File: src/rtl/inst_cache_ctrl.sv
// Direct-mapped, read-only instruction cache with a block-read miss controller.
// Hits are served combinationally; a miss fetches and installs a whole line.
module inst_cache_ctrl #(
  parameter int unsigned NUM_LINES  = 8,
  parameter int unsigned BLOCK_SIZE = 4
) (
  input  logic                    Clk,
  input  logic                    Rst,
  input  logic [31:0]             PC,
  input  logic                    FetchReq,
  input  logic                    FetchAbort,
  output logic [31:0]             Instr,
  output logic                    Hit,
  output logic                    Stall,
  output logic [31:0]             MemAddress,
  output logic                    MemReadMiss,
  input  logic [32*BLOCK_SIZE-1:0] MemReadData,
  input  logic                    MemReadReady,
  output logic                    MemAbort,
  output logic [31:0]             MissCount
);

  localparam int unsigned Off  = $clog2(BLOCK_SIZE);
  localparam int unsigned OffW = (Off > 0) ? Off : 1;
  localparam int unsigned Idx  = $clog2(NUM_LINES);
  localparam int unsigned TagW = 30 - Off - Idx;
  localparam logic [31:0] BlockMask = 32'(BLOCK_SIZE * 4 - 1);

  typedef enum logic [1:0] {
    StIdle,
    StMissWait,
    StAborting
  } state_e;

  state_e                  state_q;
  logic [NUM_LINES-1:0]    valid_q;
  logic [TagW-1:0]         tag_q   [NUM_LINES];
  logic [32*BLOCK_SIZE-1:0] data_q [NUM_LINES];
  logic [Idx-1:0]          fill_idx_q;
  logic [TagW-1:0]         fill_tag_q;
  logic [31:0]             mem_address_q;
  logic [31:0]             miss_count_q;
  logic                    mem_abort_q;

  logic [OffW-1:0]         pc_off;
  logic [Idx-1:0]          pc_idx;
  logic [TagW-1:0]         pc_tag;
  logic [31:0]             line_words [BLOCK_SIZE];
  logic                    hit;
  logic                    fill_we;

  // Address split: byte bits ignored, then word offset, index, tag.
  if (Off > 0) begin : g_off
    assign pc_off = PC[Off+1:2];
  end else begin : g_no_off
    assign pc_off = '0;
  end
  assign pc_idx = PC[Off+2 +: Idx];
  assign pc_tag = PC[31 -: TagW];

  always_comb begin
    for (int k = 0; k < BLOCK_SIZE; k++) begin
      line_words[k] = data_q[pc_idx][32*k +: 32];
    end
  end

  assign hit = FetchReq && (state_q == StIdle) && valid_q[pc_idx] && (tag_q[pc_idx] == pc_tag);

  assign Hit         = hit;
  assign Instr       = hit ? line_words[pc_off] : 32'h0;
  assign Stall       = FetchReq && !hit;
  assign MemReadMiss = (state_q == StMissWait);
  assign MemAddress  = mem_address_q;
  assign MemAbort    = mem_abort_q;
  assign MissCount   = miss_count_q;

  // A ready pulse wins over a same-cycle abort: the fill completes normally.
  assign fill_we = (state_q == StMissWait) && MemReadReady;

  always_ff @(posedge Clk or negedge Rst) begin
    if (!Rst) begin
      state_q       <= StIdle;
      valid_q       <= '0;
      fill_idx_q    <= '0;
      fill_tag_q    <= '0;
      mem_address_q <= '0;
      miss_count_q  <= '0;
      mem_abort_q   <= 1'b0;
    end else begin
      unique case (state_q)
        StIdle: begin
          if (FetchReq && !hit) begin
            mem_address_q <= PC & ~BlockMask;
            fill_idx_q    <= pc_idx;
            fill_tag_q    <= pc_tag;
            miss_count_q  <= miss_count_q + 32'd1;
            state_q       <= StMissWait;
          end
        end
        StMissWait: begin
          if (MemReadReady) begin
            valid_q[fill_idx_q] <= 1'b1;
            state_q             <= StIdle;
          end else if (FetchAbort) begin
            mem_abort_q <= 1'b1;
            state_q     <= StAborting;
          end
        end
        StAborting: begin
          mem_abort_q <= 1'b0;
          state_q     <= StIdle;
        end
        default: begin
          mem_abort_q <= 1'b0;
          state_q     <= StIdle;
        end
      endcase
    end
  end

  // Line payload needs no reset; the valid bits gate every use.
  always_ff @(posedge Clk) begin
    if (fill_we) begin
      data_q[fill_idx_q] <= MemReadData;
      tag_q[fill_idx_q]  <= fill_tag_q;
    end
  end

endmodule

File: config.mk
export PLATFORM = sky130hd
export DESIGN_NAME = inst_cache_ctrl
export DESIGN_NICKNAME = d
export VERILOG_FILES = /design/src/rtl/inst_cache_ctrl.sv
export SDC_FILE = /design/constraint.sdc
export NUM_CORES = 1
export LEC_CHECK = 0
export CELL_PAD_IN_SITES_DETAIL_PLACEMENT = 1
export CELL_PAD_IN_SITES_GLOBAL_PLACEMENT = 2
export CORE_MARGIN = 10
export CORE_UTILIZATION = 43
export DETAILED_ROUTE_END_ITERATION = 12
export PLACE_DENSITY_LB_ADDON = 0.15
export SETUP_SLACK_MARGIN = 0.4
export SYNTH_ARGS = -nofsm -noshare
export SYNTH_HDL_FRONTEND = slang
export SYNTH_SLANG_ARGS = --single-unit
File: constraint.sdc
create_clock -name Clk -period 11.6 [get_ports Clk]
set_input_delay 1.74 -clock Clk [delete_from_list [all_inputs] [get_ports Clk]]
set_output_delay 1.74 -clock Clk [all_outputs]
set_load 0.03 [all_outputs]
Word level (Yosys, flattened, before mapping)
Memories as Yosys holds them, arrays and structs flattened. Cells that the tools add are included.

Reductions and logical operators: 12. Bitwise gates (word level): 3. Mux-type cells: 17. Equality and inequality tests: 6. Add/sub/neg operators: 1. Magnitude comparators: 4.

Operators with widths (count): 32-bit two-way mux (3); 32-bit binary-select mux with 2-bit select (1); 32-bit by 1-bit adder with 32-bit output, second input constant (1); 25-bit == test (1); 3-bit by 4-bit less-than comparator with 1-bit output, second input constant (2); 8-bit OR (1); 1-bit logical AND (6); 1-bit two-way mux (6); 2-bit two-way mux (3); 2-bit inequality test, second input constant (3); 2-bit AND reduction (3); 2-bit case mux with 2 select lines (1); 1-bit binary-select mux with 3-bit select (1); 1-bit demux with 3-bit select (1); 3-bit by 1-bit greater-or-equal comparator with 1-bit output, second input constant (1); 3-bit greater-or-equal comparator, second input constant (1); 3-bit by 2-bit inequality test with 1-bit output, second input constant (1); 2-bit NOT with 3-bit output (1); 3-bit AND reduction (1); 2-bit by 1-bit == test with 1-bit output, second input constant (1); 2-bit zero test (1); 1-bit case mux with 2 select lines (1); 1-bit zero test (1); 1-bit NOT (1).

Bits in writable memories: 1224. Input port bits: 165. Bits in registers: 99. Memories: 2. Logic and storage cells: 52.

Memories: data_q (words 8, bits a word 128, rd ports 1, clocked after memory_dff 0, write ports 1, RTL line 38) `logic [32*BLOCK_SIZE-1:0] data_q [NUM_LINES];`; tag_q (words 8, bits a word 25, rd ports 1, clocked after memory_dff 0, write ports 1, RTL line 37) `logic [TagW-1:0] tag_q [NUM_LINES];`.

Longest topological paths before layout
Gate-level depths: netlist of run 1.

Depth after elaboration: 8. Gate-level depth with buffers: 13. Mapped depth without buffers: 8.

Worst setup path after synthesis of run 1
No wires, ideal clock.

Path type: in2reg. Start: input MemReadReady. End: register valid_q[0]. Stages on the path: 3. Library setup time: 0.131 ns. Slack: -1.743 ns. Arrival time: 13.212 ns. Path buffers: 0. Cells stage by stage: nand3b_1 nor3_1 or2_2.

Longest elaborated chain between the ends: 1.

Ends and longest elaborated chain: from (decl) (RTL line 18) `input logic MemReadReady,`; 2-bit AND reduction (no line); to (signal assigned) (RTL line 83) `valid_q <= '0;`; to (signal, indexed assignment) (RTL line 102) `valid_q[fill_idx_q] <= 1'b1;`; to (decl) (RTL line 36) `logic [NUM_LINES-1:0] valid_q;`.

No other way between the ends. A chain may end at the register's enable or synchronous reset.

Final worst setup path of run 1
Start: input PC[4]. End: output Instr[15].

Longest elaborated chain between the ends: 5. Elaborated cells between the ends (all ways): 11.

Ends and longest elaborated chain: from (decl) (RTL line 9) `input logic [31:0] PC,`; memory read 8 x 128 bit / 1-bit binary-select mux with 3-bit select (equally long branches); 32-bit binary-select mux with 2-bit select / 1-bit two-way mux (equally long branches) (RTL line 70, 67); 32-bit two-way mux (not written as such) / 1-bit logical AND (equally long branches) (2 in a row) (RTL line 70, 67); 32-bit two-way mux * (RTL line 70) `assign Instr = hit ? line_words[pc_off] : 32'h0;`; to (decl) (RTL line 12) `output logic [31:0] Instr,`.

Every way passes the cells marked *; elsewhere a longest branch is shown, timed or not. The select of a mux whose other input is x is not followed.

==> qor.yml, run 1 <==
status: "finished clean"
cts_buffers: 140
yosysTopAreaCell: "edfxtp_1"
vdd_drop_max_uv: 112
seqCellArea_mm2: 0.0385
fin_util: 0.510
postCtsSetupBuffers: 0
final_nets: 2616
hold_viol: 0
place_congestion: 0.719
synth_warnings: 0
core_mm2: 0.115
holdCritStartpoint: "valid_q[3]"
cts_root_buf: "clkbuf_16"
fin_skew_ns: 0.0217
cts_sinks: 1295
synth_edf_count: 1224
multi_input_area_mm2: 0.0108
syn_inst: 2119
antenna_found_initial: 22
critPathLaunch: "PC[4]"
min_period_ns: 8.11
die_h_um: 360
drive_gt1_frac: 0.246
place_ws_ns: 3.34
power_density_mw_per_mm2: 177
yosys.area.top_type_share: 0.738
clockBufferDepth: 3
n_fill_cell: 9944
slew_violations: 0
gr-total-overflow: 0
r2r-start: "state_q[0]"
grt_pass1_vias: 25200
total_power_mw: 10.4
start_util: 0.434
ys.flop_type: "edfxtp_1"
ys_types: 48
vias: 22900
max-cap-violations: 0
async_flop_share: 0.0548
worstPathMaxFanout: 78
tns_ns: 0
drt_pass1_iterations: 5
wl_per_cell_um: 28.8
crit_required_ns: 9.86
relSlewSlack: 0.236
setup_viol: 0
rows: 124
drt-total-wl_mm: 117
cts_resized: 0
cp-end-kind: "primary output"
synth_area_per_cell_um2: 23.5
clkTransAtPathRegs_ns: 0.05
grt_max_degree: 118
cp-start-kind: "input port"
io_pins: 265
p_leak_nw: 18.6
cts-hold-fix-buffers: 0
dp_hpwl_mm: 64.5
path_class: "input port to primary output"
port_buffers: 258
drc: 0
postRouteAntennaNets: 0
synthTopCellsByArea: "edfxtp_1, mux4_2, dfrtp_1"
dr.first_iter.drc_count: 1989
worstSkewPairLatency_ns: 0.73
rsz0062_at_grt: "false"
yosysMostFrequentCell: "edfxtp_1"
timing.final.ws_setup_ns: 3.49
max_freq_mhz: 123
h-tree-depth: 4
cts_tree: "done"
crit_arrival_ns: 6.37
yosys-top-cells-count: "edfxtp_1, mux4_2, mux2i_1"
min_period_over_period: 0.699
grt_pass1_wl_mm: 174
ys_seq_area_frac: 0.774
dieArea_mm2: 0.130
ys_ff_latch: 1295
worst_pin_slew_ns: 1.15
synthToLayoutAreaGrowth_pct: 17.4
die_w_um: 360
grt.total_usage: 0.180
via_per_inst: 5.61
min_path_type: "register to register"
syn_area_mm2: 0.0498
==> metal layers <==
metal / track usage / part of all wire / routed length [µm]
met1: 0.244 / 0.43 / 50400
met2: 0.294 / 0.49 / 57900
met3: 0.0407 / 0.052 / 6130
met4: 0.0498 / 0.022 / 2570
met5: 0 / 0.0015 / 180
==> report_power, final <==
part / internal, mW / switching (mW)
Sequential: 5.34 / 0.106
Clock: 2.39 / 1.74
Combinational: 0.347 / 0.452
Total: 8.07 / 2.30
==> worst paths after layout <==
check                      cells after the start  slack, ns             to
setup / recovery                              11       3.49      Instr[15]
hold / removal                                 1       0.46     valid_q[3]
setup reg to reg                               7       7.77  data_q[1][65]
hold reg to reg                                1       0.46     valid_q[3]
max in group asynchronous                      1       9.78     valid_q[6]
min in group asynchronous                      1       1.17  MissCount[17]
==> cells in the final DEF, fill, tap and decap left out, types with 27 or more instances in the layout <==
master / netlist / layout
clkbuf_16: 0 / 145
dfrtp_1: 71 / 71
mux4_2: 357 / 357
mux2i_1: 80 / 80
buf_4: 5 / 27
nor2_1: 49 / 43
mux2_2: 28 / 28
clkbuf_1: 32 / 41
edfxtp_1: 1224 / 1224
xnor2_1: 30 / 30
clkdlybuf4s50_1: 0 / 252
==> metrics by stage <==
step / area [µm²] / hold WS [ns] / instances
floorplan: 49800 / 0.434 / 2122
global placement: 54200 / 0.447 / 3820
detailed placement: 54200 / 0.456 / 3820
CTS: 58400 / 0.469 / 4070
global route: 58400 / 0.482 / 4071
finish: 58400 / 0.465 / 4071
==> layout make-up <==
type | count | area share
antenna | 1 | 0.0000428
clock buffer | 187 | 0.0650
clock inverter | 63 | 0.00764
inverter | 7 | 0.000450
multi-input combinational | 715 | 0.185
sequential | 1295 | 0.659
tap | 1512 | 0.0324
timing repair buffer | 291 | 0.0502
==> registers in the layout (all words and copies together), names as in the netlist <==
| signal | count |
|---|---|
| MemAbort | 1 |
| MemAddress | 1 |
| MissCount | 32 |
| data_q | 1024 |
| tag_q | 200 |
| valid_q | 8 |
| state_q | 2 |
| fill_idx_q | 2 |
| fill_tag_q | 25 |
==> critical path, stage by stage <==
cell and delay, ns:
buf_8 0.64, buf_4 0.71, mux4_2 0.60, mux2i_1 0.22, xor2_1 0.32, o2111ai_1 0.21, nor2_1 0.13, nand4_1 0.17
buf_4 0.37, nor2_1 0.39, clkdlybuf4s50_1 0.75
==> kinds of logic after synthesis <==
logic type / Yosys count / synth area share
AOI/OAI and AO/OA: 39 / 0.00560
xor gates and xnor gates: 49 / 0.00862
adders and majority gates: 1 / 0.000251
and+or+nand+nor: 156 / 0.0167
other: 1 / 0.0000753
buffers and inverters: 112 / 0.0107
DFF: 1295 / 0.774
muxes: 466 / 0.184
(Power assumes the default switching activity.)
==> inputs of run 2 (changes only) <==
==> constraint.sdc (replaced) <==
create_clock -name Clk -period 6.9 [get_ports Clk]
set_input_delay 1.035 -clock Clk [delete_from_list [all_inputs] [get_ports Clk]]
set_output_delay 1.035 -clock Clk [all_outputs]
set_load 0.03 [all_outputs]
==> qor.yml, run 2 (same netlist as run 1, synthesis figures left out) <==
endpoint: "Instr[21]"  # was Instr[15]
fin_skew_ns: 0.0165  # was 0.0217 ns
final_nets: 2625  # was 2616
die_h_um: 360  # unchanged
die_w_um: 360  # unchanged
core_mm2: 0.115  # unchanged
vdd_drop_max_uv: 223  # was 112 µV
critPathLaunch: "PC[5]"  # was PC[4]
dp_cells: 3829  # was 3820
cts_tree: "done"  # unchanged
cts_resized: 0  # unchanged
drt_pass1_iterations: 5  # unchanged
hold_viol: 0  # unchanged
grt_pass1_vias: 25300  # was 25200
dr.first_iter.drc_count: 1783  # was 1989
cts_sinks: 1295  # unchanged
p_leak_nw: 18.7  # was 18.6 nW
io_pins: 265  # unchanged
worstSkewPairLatency_ns: 0.74  # was 0.73 ns
via_per_inst: 5.60  # was 5.61
total_power_mw: 17.5  # was 10.4 mW
power.switching_mw: 3.87  # was 2.30 mW
vias: 22900  # about the same
slowest_delay_ns: 0.88  # was 0.75 ns
top_register: "data_q"  # unchanged
pwr-share-seq: 0.524  # was 0.525
slew_violations: 0  # unchanged
dieArea_mm2: 0.130  # unchanged
crit_required_ns: 5.86  # was 9.86 ns
start_util: 0.434  # unchanged
grt.total_usage: 0.181  # was 0.180
postCtsSetupBuffers: 0  # unchanged
crit_arrival_ns: 4.66  # was 6.37 ns
r2r-start: "tag_q[3][17]"  # was state_q[0]
place_congestion: 0.731  # was 0.719
cts-hold-fix-buffers: 0  # unchanged
cp-start-kind: "input port"  # unchanged
h-tree-depth: 4  # unchanged
largest_reg_flops: 1024  # unchanged
n_fill_cell: 9885  # was 9944
post_dp_cell_area_mm2: 0.0543  # was 0.0542 mm²
synthToLayoutAreaGrowth_pct: 17.6  # was 17.4%
grt_pass1_wl_mm: 175  # was 174 mm
worstPathMaxFanout: 66  # was 78
whs_ns: 0.466  # was 0.465 ns
rows: 124  # unchanged
drt-total-wl_mm: 118  # was 117 mm
p_comb_frac: 0.077  # about the same
gr-total-overflow: 0  # unchanged
status: "finished clean"  # unchanged
postRouteAntennaNets: 0  # unchanged
drc: 0  # unchanged
slowest_stage: "buf_4"  # was clkdlybuf4s50_1
setup_viol: 0  # unchanged
tns_ns: 0  # unchanged
r2r_slack_ns: 3.62  # was 7.77 ns
fin_util: 0.511  # was 0.510
antenna_found_initial: 21  # was 22
cts_buffers: 140  # unchanged
drive_gt1_frac: 0.249  # was 0.246
fin_area_mm2: 0.0586  # was 0.0584 mm²
clkTransAtPathRegs_ns: 0.05  # about the same
max-cap-violations: 0  # unchanged
port_buffers: 258  # unchanged
final_cell_mix: "edfxtp_1, mux4_2, clkdlybuf4s50_1"  # unchanged
relSlewSlack: 0.312  # was 0.236
r2r_end: "fill_idx_q[1]"  # was data_q[1][65]
place_ws_ns: 1.08  # was 3.34 ns
min_path_type: "register to register"  # unchanged
cts_root_buf: "clkbuf_16"  # unchanged
pwr-share-clk: 0.399  # was 0.398
max_freq_mhz: 176
path_class: "input port to primary output"  # unchanged
final_common_cell: "edfxtp_1"  # unchanged
sw_frac_of_total: 0.222  # about the same
critPathMostFrequentCell: "mux4_2"
power_density_mw_per_mm2: 298  # was 177 mW/mm²
min_period_over_period: 0.825
dp_hpwl_mm: 66.0  # was 64.5 mm
reg2reg_depth: 8  # was 7
final_cells: 4088  # was 4071
multi_input_area_mm2: 0.0108  # unchanged
wl_per_cell_um: 28.8  # about the same
timing.final.ws_setup_ns: 1.21  # was 3.49 ns
min_period_ns: 5.69
worst_pin_slew_ns: 1.03  # was 1.15 ns
cp-end-kind: "primary output"  # unchanged
grt_max_degree: 117  # was 118
seqCellArea_mm2: 0.0385  # unchanged
p_int_mw: 13.6  # was 8.07 mW
clockBufferDepth: 3  # unchanged
rsz0062_at_grt: "false"  # unchanged
crit_chain: "buf_8 > buf_4 > mux4_2 > mux4_2 > mux2i_1 > nor2_1 > clkdlybuf4s50_1"  # was buf_8 > buf_4 > mux4_2 > mux2i_1 > xor2_1 > o2111ai_1 > nor2_1 > nand4_1 > buf_4 > nor2_1 > clkdlybuf4s50_1
## run 2: final cells by class
class | instances | share of cell area
diodes | 3 | 0.000128
flip-flops and latches | 1295 | 0.658
well taps | 1512 | 0.0323
multi-input cells | 715 | 0.185
repair buffers | 300 | 0.0516
inverters | 7 | 0.000449
clock inverters | 65 | 0.00681
clock buffers | 191 | 0.0662
## run 2: power groups by stage
stage	clock network (mW)	logic [mW]	registers [mW]
after detailed placement	0	1.38	9.32
after global placement	0	1.36	9.29
after global routing	7.50	1.45	9.19
after CTS	7.17	1.38	9.16
final	6.97	1.35	9.16
after floorplan	0	0.661	9.42
## run 2: how the worst min path moves through the flow
| stage | end | slack [ns] | cells after the start | startpoint |
|---|---|---|---|---|
| after floorplan | valid_q[4] | 0.43 | 1 | valid_q[4] |
| after global placement | valid_q[6] | 0.45 | 1 | valid_q[6] |
| after detailed placement | valid_q[6] | 0.45 | 1 | valid_q[6] |
| after CTS | valid_q[6] | 0.47 | 1 | valid_q[6] |
| after global routing | valid_q[4] | 0.49 | 1 | valid_q[4] |
| final | valid_q[6] | 0.47 | 1 | valid_q[6] |
## run 2: worst max-delay path: cells and delay by family
family                 cells  cell delay (ns)
multiplexers               3             1.43
AND/OR/NAND/NOR            1             0.08
buffers and inverters      3             1.95
## run 2: per-layer routing
layer  vias to the layer above  GRT usage  routed length [µm]  part of all wire
met5                         -          0                 150            0.0013
li1                       9688          -                   -                 -
met1                     12400      0.247               51600              0.44
met2                       544      0.296               57500              0.49
met4                        24     0.0479                2300             0.019
met3                       190     0.0405                6360             0.054
